## config.mk

```make
export PLATFORM = sky130hd
export DESIGN_NAME = quad2_gate_ic_emulator
export DESIGN_NICKNAME = d
export VERILOG_FILES = /design/src/rtl/quad2_gate_ic_emulator_pkg.sv /design/src/rtl/quad2_gate_ic_emulator_gate_delay_line.sv /design/src/rtl/quad2_gate_ic_emulator.sv
export SDC_FILE = /design/constraint.sdc
export NUM_CORES = 1
export LEC_CHECK = 0
export ABC_AREA = 1
export CORE_UTILIZATION = 58
export CTS_CLUSTER_DIAMETER = 40
export CTS_CLUSTER_SIZE = 25
export DETAILED_ROUTE_END_ITERATION = 8
export GPL_TIMING_DRIVEN = 0
export PLACE_DENSITY = 0.95
export RECOVER_POWER = 50
export SLEW_MARGIN = 25
export SYNTH_ARGS = -nofsm -noshare
export SYNTH_HDL_FRONTEND = slang
export SYNTH_SLANG_ARGS = --single-unit
```

## constraint.sdc

```tcl
create_clock -name clk -period 4.3 [get_ports clk]
set_input_delay 0.43 -clock clk [delete_from_list [all_inputs] [get_ports clk]]
set_output_delay 0.43 -clock clk [all_outputs]
set_load 0.02 [all_outputs]
```

## src/rtl/quad2_gate_ic_emulator_pkg.sv

```systemverilog
`default_nettype none
// ============================================================================
// Module  : quad2_gate_ic_emulator_pkg
// Brief   : Gate-code encoding shared with the checker's gate-select mux, and
//           the emulator's operating states.
// Revision: 1.0 - initial release
// ============================================================================
package quad2_gate_ic_emulator_pkg;

    localparam logic [2:0] c_gate_and     = 3'd0;
    localparam logic [2:0] c_gate_or      = 3'd1;
    localparam logic [2:0] c_gate_nand    = 3'd2;
    localparam logic [2:0] c_gate_nor     = 3'd3;
    localparam logic [2:0] c_gate_xor     = 3'd4;
    localparam logic [2:0] c_gate_xnor    = 3'd5;
    localparam logic [2:0] c_gate_invalid = 3'd7;

    typedef enum logic [1:0] {
        ST_OFF   = 2'd0,
        ST_FLUSH = 2'd1,
        ST_RUN   = 2'd2
    } emu_state_e;

endpackage : quad2_gate_ic_emulator_pkg
`default_nettype wire

```

## src/rtl/quad2_gate_ic_emulator_gate_delay_line.sv

```systemverilog
`default_nettype none
// ============================================================================
// Module  : gate_delay_line
// Brief   : DEPTH-deep, WIDTH-wide shift register with synchronous clear.
// Revision: 1.0 - initial release
// ============================================================================
module gate_delay_line #(
    parameter int DEPTH = 4,
    parameter int WIDTH = 4
) (
    input  logic             clk,
    input  logic             rst,
    input  logic             i_clr,
    input  logic [WIDTH-1:0] i_din,
    output logic [WIDTH-1:0] o_dout
);

    logic [DEPTH*WIDTH-1:0] r_shift;

    if (DEPTH == 1) begin : g_single
        always_ff @(posedge clk) begin
            if (rst || i_clr) begin
                r_shift <= '0;
            end else begin
                r_shift <= i_din;
            end
        end
    end else begin : g_multi
        always_ff @(posedge clk) begin
            if (rst || i_clr) begin
                r_shift <= '0;
            end else begin
                r_shift <= {r_shift[(DEPTH-1)*WIDTH-1:0], i_din};
            end
        end
    end

    assign o_dout = r_shift[DEPTH*WIDTH-1 -: WIDTH];

endmodule : gate_delay_line
`default_nettype wire

```

## src/rtl/quad2_gate_ic_emulator.sv

```systemverilog
`default_nettype none
// ============================================================================
// Module  : quad2_gate_ic_emulator
// Brief   : Quad two-input gate IC model with configurable function, stuck-at
//           fault injection, emulated supply and propagation delay.
// Revision: 1.0 - initial release
// ============================================================================
module quad2_gate_ic_emulator
    import quad2_gate_ic_emulator_pkg::*;
#(
    parameter int PROP_DELAY = 4,
    parameter int CNT_W      = 16
) (
    input  logic             clk,
    input  logic             rst,
    input  logic             A1,
    input  logic             A2,
    input  logic             A3,
    input  logic             A4,
    input  logic             B1,
    input  logic             B2,
    input  logic             B3,
    input  logic             B4,
    output logic             op1,
    output logic             op2,
    output logic             op3,
    output logic             op4,
    input  logic             powered,
    input  logic             cfg_valid,
    output logic             cfg_ready,
    input  logic [2:0]       cfg_gate,
    input  logic [3:0]       cfg_fault_mask,
    input  logic [3:0]       cfg_fault_val,
    output logic             busy,
    output logic [CNT_W-1:0] toggle_count
);

    localparam int                  c_flush_w    = (PROP_DELAY > 1) ? $clog2(PROP_DELAY) : 1;
    localparam logic [c_flush_w-1:0] c_flush_last = c_flush_w'(PROP_DELAY - 1);

    function automatic logic gate_eval(input logic [2:0] code, input logic a, input logic b);
        case (code)
            c_gate_and:  return a & b;
            c_gate_or:   return a | b;
            c_gate_nand: return ~(a & b);
            c_gate_nor:  return ~(a | b);
            c_gate_xor:  return a ^ b;
            c_gate_xnor: return ~(a ^ b);
            default:     return 1'b0;
        endcase
    endfunction

    // Input vector layout: {B4..B1, A4..A1}
    logic [7:0]           r_in;
    logic [7:0]           r_in_prev;
    logic [CNT_W-1:0]     r_toggle;
    logic [2:0]           r_cfg_gate;
    logic [3:0]           r_cfg_mask;
    logic [3:0]           r_cfg_val;
    emu_state_e           r_state;
    emu_state_e           w_state_next;
    logic [c_flush_w-1:0] r_flush_cnt;
    logic [c_flush_w-1:0] w_flush_cnt_next;
    logic                 w_cfg_xfer;
    logic                 w_line_clr;
    logic [3:0]           w_gate;
    logic [3:0]           w_delayed;
    logic [3:0]           w_faulted;
    logic                 w_live;

    always_ff @(posedge clk) begin
        if (rst) begin
            r_in      <= '0;
            r_in_prev <= '0;
            r_toggle  <= '0;
        end else begin
            r_in      <= {B4, B3, B2, B1, A4, A3, A2, A1};
            r_in_prev <= r_in;
            if ((r_in != r_in_prev) && (r_toggle != {CNT_W{1'b1}})) begin
                r_toggle <= r_toggle + CNT_W'(1);
            end
        end
    end

    for (genvar i = 0; i < 4; i++) begin : g_gate
        assign w_gate[i] = gate_eval(r_cfg_gate, r_in[i], r_in[i+4]);
    end

    gate_delay_line #(
        .DEPTH (PROP_DELAY),
        .WIDTH (4)
    ) u_delay_line (
        .clk    (clk),
        .rst    (rst),
        .i_clr  (w_line_clr),
        .i_din  (w_gate),
        .o_dout (w_delayed)
    );

    // Losing power wins over any pending configuration transfer.
    always_comb begin
        w_state_next     = r_state;
        w_flush_cnt_next = r_flush_cnt;
        w_cfg_xfer       = 1'b0;
        w_line_clr       = 1'b0;
        if (!powered) begin
            w_state_next     = ST_OFF;
            w_flush_cnt_next = '0;
            w_line_clr       = 1'b1;
        end else begin
            case (r_state)
                ST_OFF: begin
                    w_state_next     = ST_FLUSH;
                    w_flush_cnt_next = '0;
                    w_line_clr       = 1'b1;
                end
                ST_FLUSH: begin
                    if (r_flush_cnt == c_flush_last) begin
                        w_state_next     = ST_RUN;
                        w_flush_cnt_next = '0;
                    end else begin
                        w_flush_cnt_next = r_flush_cnt + c_flush_w'(1);
                    end
                end
                ST_RUN: begin
                    if (cfg_valid) begin
                        w_cfg_xfer       = 1'b1;
                        w_line_clr       = 1'b1;
                        w_state_next     = ST_FLUSH;
                        w_flush_cnt_next = '0;
                    end
                end
                default: begin
                    w_state_next     = ST_OFF;
                    w_flush_cnt_next = '0;
                    w_line_clr       = 1'b1;
                end
            endcase
        end
    end

    always_ff @(posedge clk) begin
        if (rst) begin
            r_state     <= powered ? ST_FLUSH : ST_OFF;
            r_flush_cnt <= '0;
            r_cfg_gate  <= c_gate_and;
            r_cfg_mask  <= '0;
            r_cfg_val   <= '0;
        end else begin
            r_state     <= w_state_next;
            r_flush_cnt <= w_flush_cnt_next;
            if (w_cfg_xfer) begin
                r_cfg_gate <= cfg_gate;
                r_cfg_mask <= cfg_fault_mask;
                r_cfg_val  <= cfg_fault_val;
            end
        end
    end

    assign w_live    = (r_state == ST_RUN);
    assign w_faulted = (r_cfg_mask & r_cfg_val) | (~r_cfg_mask & w_delayed);

    assign {op4, op3, op2, op1} = w_live ? w_faulted : 4'b0000;
    assign cfg_ready            = w_live;
    assign busy                 = ~w_live;
    assign toggle_count         = r_toggle;

endmodule : quad2_gate_ic_emulator
`default_nettype wire

```

==> impl_results.md <==
* Outcome: complete, no violations
* ANT cells at 0
* R2R depth at 11
* Fmax at 410 MHz
* Hold Path Depth at 2
* Worst slew margin at 0.648
* Worst path cell trace: inv_1, nand2_1, inv_1, o21ai_0, a21oi_1, clkdlybuf4s50_1
* I/O pin cnt at 45
* CP Launch Type: register
* DR pass1 iterations at 5
* Die height at 73.2 µm
* CP Buf/Inv Count at 3
* Number of remaining DRC errors at 0
* Most common cell on crit path: inv_1
* Crit-path slowest cell: clkdlybuf4s50_1
* Initial antenna violation count at 0
* Die W at 73.2 µm
* TritonCTS clock tree: done
* Drt first-iter violations at 166
* PwrDens at 379 nW/µm²
* Final min period at 2.44 ns
* DP Area at 3460 µm²
* Dpl hpwl at 4680 µm
* Largest net degree at the start of global routing at 14
* Initial Util at 0.614
* Htree depth at 3
* Worst hold margin at 0.403 ns
* Maximum VDD drop at 0.261 mV
* Fin. max-slew vios at 0
* Nets@finish at 495
* Crit-path max cell delay at 0.63 ns
* Final wirelength at 6610 µm
* Crit path capture type: primary output
* Root buffer cell: clkbuf_8
* Worst Setup Path Type: register to primary output
* R2r setup slk at 1.95 ns
* Worst Max-Slew Pin Slew at 0.528 ns
* Clock latency on the worst-skew pair at 0.34 ns
* Worst flop-to-flop path endpoint: toggle_count[14]
* Post-synthesis average cell area at 7.22 µm²
* First-pass GRT wire length at 10,700 µm
* DIE AREA at 5350 µm²
* Post-CTS sizing at 0
* Fin crit share at 0.567
* GPL Wtd Cong at 0.875
* Leakage at 0.00154 µW
* IO buf count at 44
* Clock Sinks at 63
* Gr ovfl total at 0
* CTS Buf Count at 9
* Vias/cell at 5.09
* Vias in the first global route at 2,565
* GR Util All Layers at 0.268
* P_int at 1010 µW
* Min-Delay Endpoint: u_delay_line.r_shift[12]
* Via count at 2,720
* Commonest non-fill, non-tap cell in the layout: nor2_1
* Total core area at 4790 µm²
* Post-CTS Setup Repair Bufs at 0
* Max-capacitance violation count at 0
* Synth Register Bits at 63
* Synth unique cells at 29
* Sw power at 360 µW
* Share of post-route cells with drive strength above 1 at 0.0471
* RSZ-0062 raised after global routing: false
* Hold Crit Class: register to register
* Synth Instances at 407
* Clock power share at 0.428
* Crit Reg-Reg Startpoint: toggle_count[0]
* Post-synthesis cell area at 2940 µm²
* Crit path max-delay family: buffers and inverters
* Design Area, Final at 3630 µm²
* Hold-fix buffers at CTS at 0
* Area delta synth->final at 23.5%
* Hold Violations, Final at 0
* CP Data Required Time at 3.87 ns
* Flop pwr share at 0.459
* # setup viols final at 0
* Rows at 25
* Net Sw Frac at 0.262
* Routed WL per cell at 12.4 µm
* Commonest cells after routing, fill and taps aside: nor2_1 (85), nand2_1 (77), inv_1 (67)
* Final ANT Viol Nets at 0
* Sum Neg Setup Slack at 0 ns
* Syn_nets at 440
* Comb pwr share at 0.113
* CP max FO at 6
* Post-layout util at 0.758
* Clock Skew at 0.00875 ns
* YS warnings at 0
* Critical hold path startpoint: u_delay_line.r_shift[8]
* Clock buffer depth at 2
* Sequential share of the synthesized area at 0.436
* Clk slew on worst S/H paths at 0.08 ns
* Arr. time, crit path at 2.01 ns
[worst max-delay path by stage]
stage	cells after the start	end	from	slack [ns]
detailed placement	6	r_cfg_mask[2]	rst	2.20
finish	6	op4	r_state[0]	1.86
global placement	6	toggle_count[15]	rst	2.24
CTS	6	op4	r_state[0]	1.88
floorplan	5	op1	r_state[0]	2.52
global route	6	op4	r_state[0]	1.72
[logic make-up after synthesis]
logic type / synth area share
AND/OR/NAND/NOR: 0.286
buffers and inverters: 0.104
flip-flops: 0.436
AO/OA/AOI/OAI: 0.0890
XOR/XNOR: 0.0418
adder cells (fa/ha/maj): 0.0426
[final cells by class]
cell class / instances / area [µm²]
Clock inverter: 7 / 104
Inverter: 67 / 251
Multi-Input combinational cell: 268 / 1310
Timing Repair Buffer: 44 / 440
Tap cell: 67 / 83.8
Buffer: 9 / 36.3
Sequential cell: 63 / 1280
Clock buffer: 9 / 124
Fill cell: 346 / 1160
[per-stage QoR]
stage                     setup WS [ns]  cells  total power [µW]
after detailed placement           2.20    518               799
after CTS                          1.88    534              1380
final                              1.86    534              1370
after global routing               1.72    534              1430
after floorplan                    2.52    407               734
after global placement             2.24    518               791
[routing by layer]
layer	share of wire	global-route usage	up-vias	wire [µm]
met5	0	0	-	0
li1	-	-	1374	-
met3	0.043	0.0691	15	286
met4	0.023	0.185	0	153
met1	0.42	0.282	1260	2750
met2	0.52	0.465	71	3420
[state kept, by name (all words and copies together) (netlist names)]
register and cells:
toggle_count 16, u_delay_line.r_shift 16, r_in 8, r_in_prev 8, r_cfg_mask 4, r_cfg_val 4
r_cfg_gate 3, r_flush_cnt 2, r_state 2
[worst min-delay path: cells and delay by family (launching register included)]
family / cells / cell delay, ns
buffers and inverters: 1 / 0.04
AND/OR/NAND/NOR: 1 / 0.03
flip-flops: 1 / 0.30
[synthesized netlist by cell type (all sizes together)]
cell type  count  area (µm²)
a21oi         23         115
a22o           1        8.76
a31oi          2        12.5
buf            8        51.3
clkbuf         1        3.75
dfxtp         61        1220
edfxtp         2        60.1
ha            10         125
inv           67         251
nand2         78         310
nand3         17        97.6
nand3b         3        22.5
nand4          4        31.3
nor2          87         353
nor3           5        25.0
o21ai         20         100
o22ai          4        25.0
xnor2          6        52.6
xor2           8        70.1
[power groups by stage]
stage | sequential, µW | clock (µW) | combinational [µW]
CTS | 631 | 594 | 157
detailed placement | 645 | 0 | 154
global route | 634 | 625 | 172
global placement | 643 | 0 | 148
finish | 632 | 588 | 155
floorplan | 652 | 0 | 82.0
No activity file was read; power rests on OpenSTA's default activity.
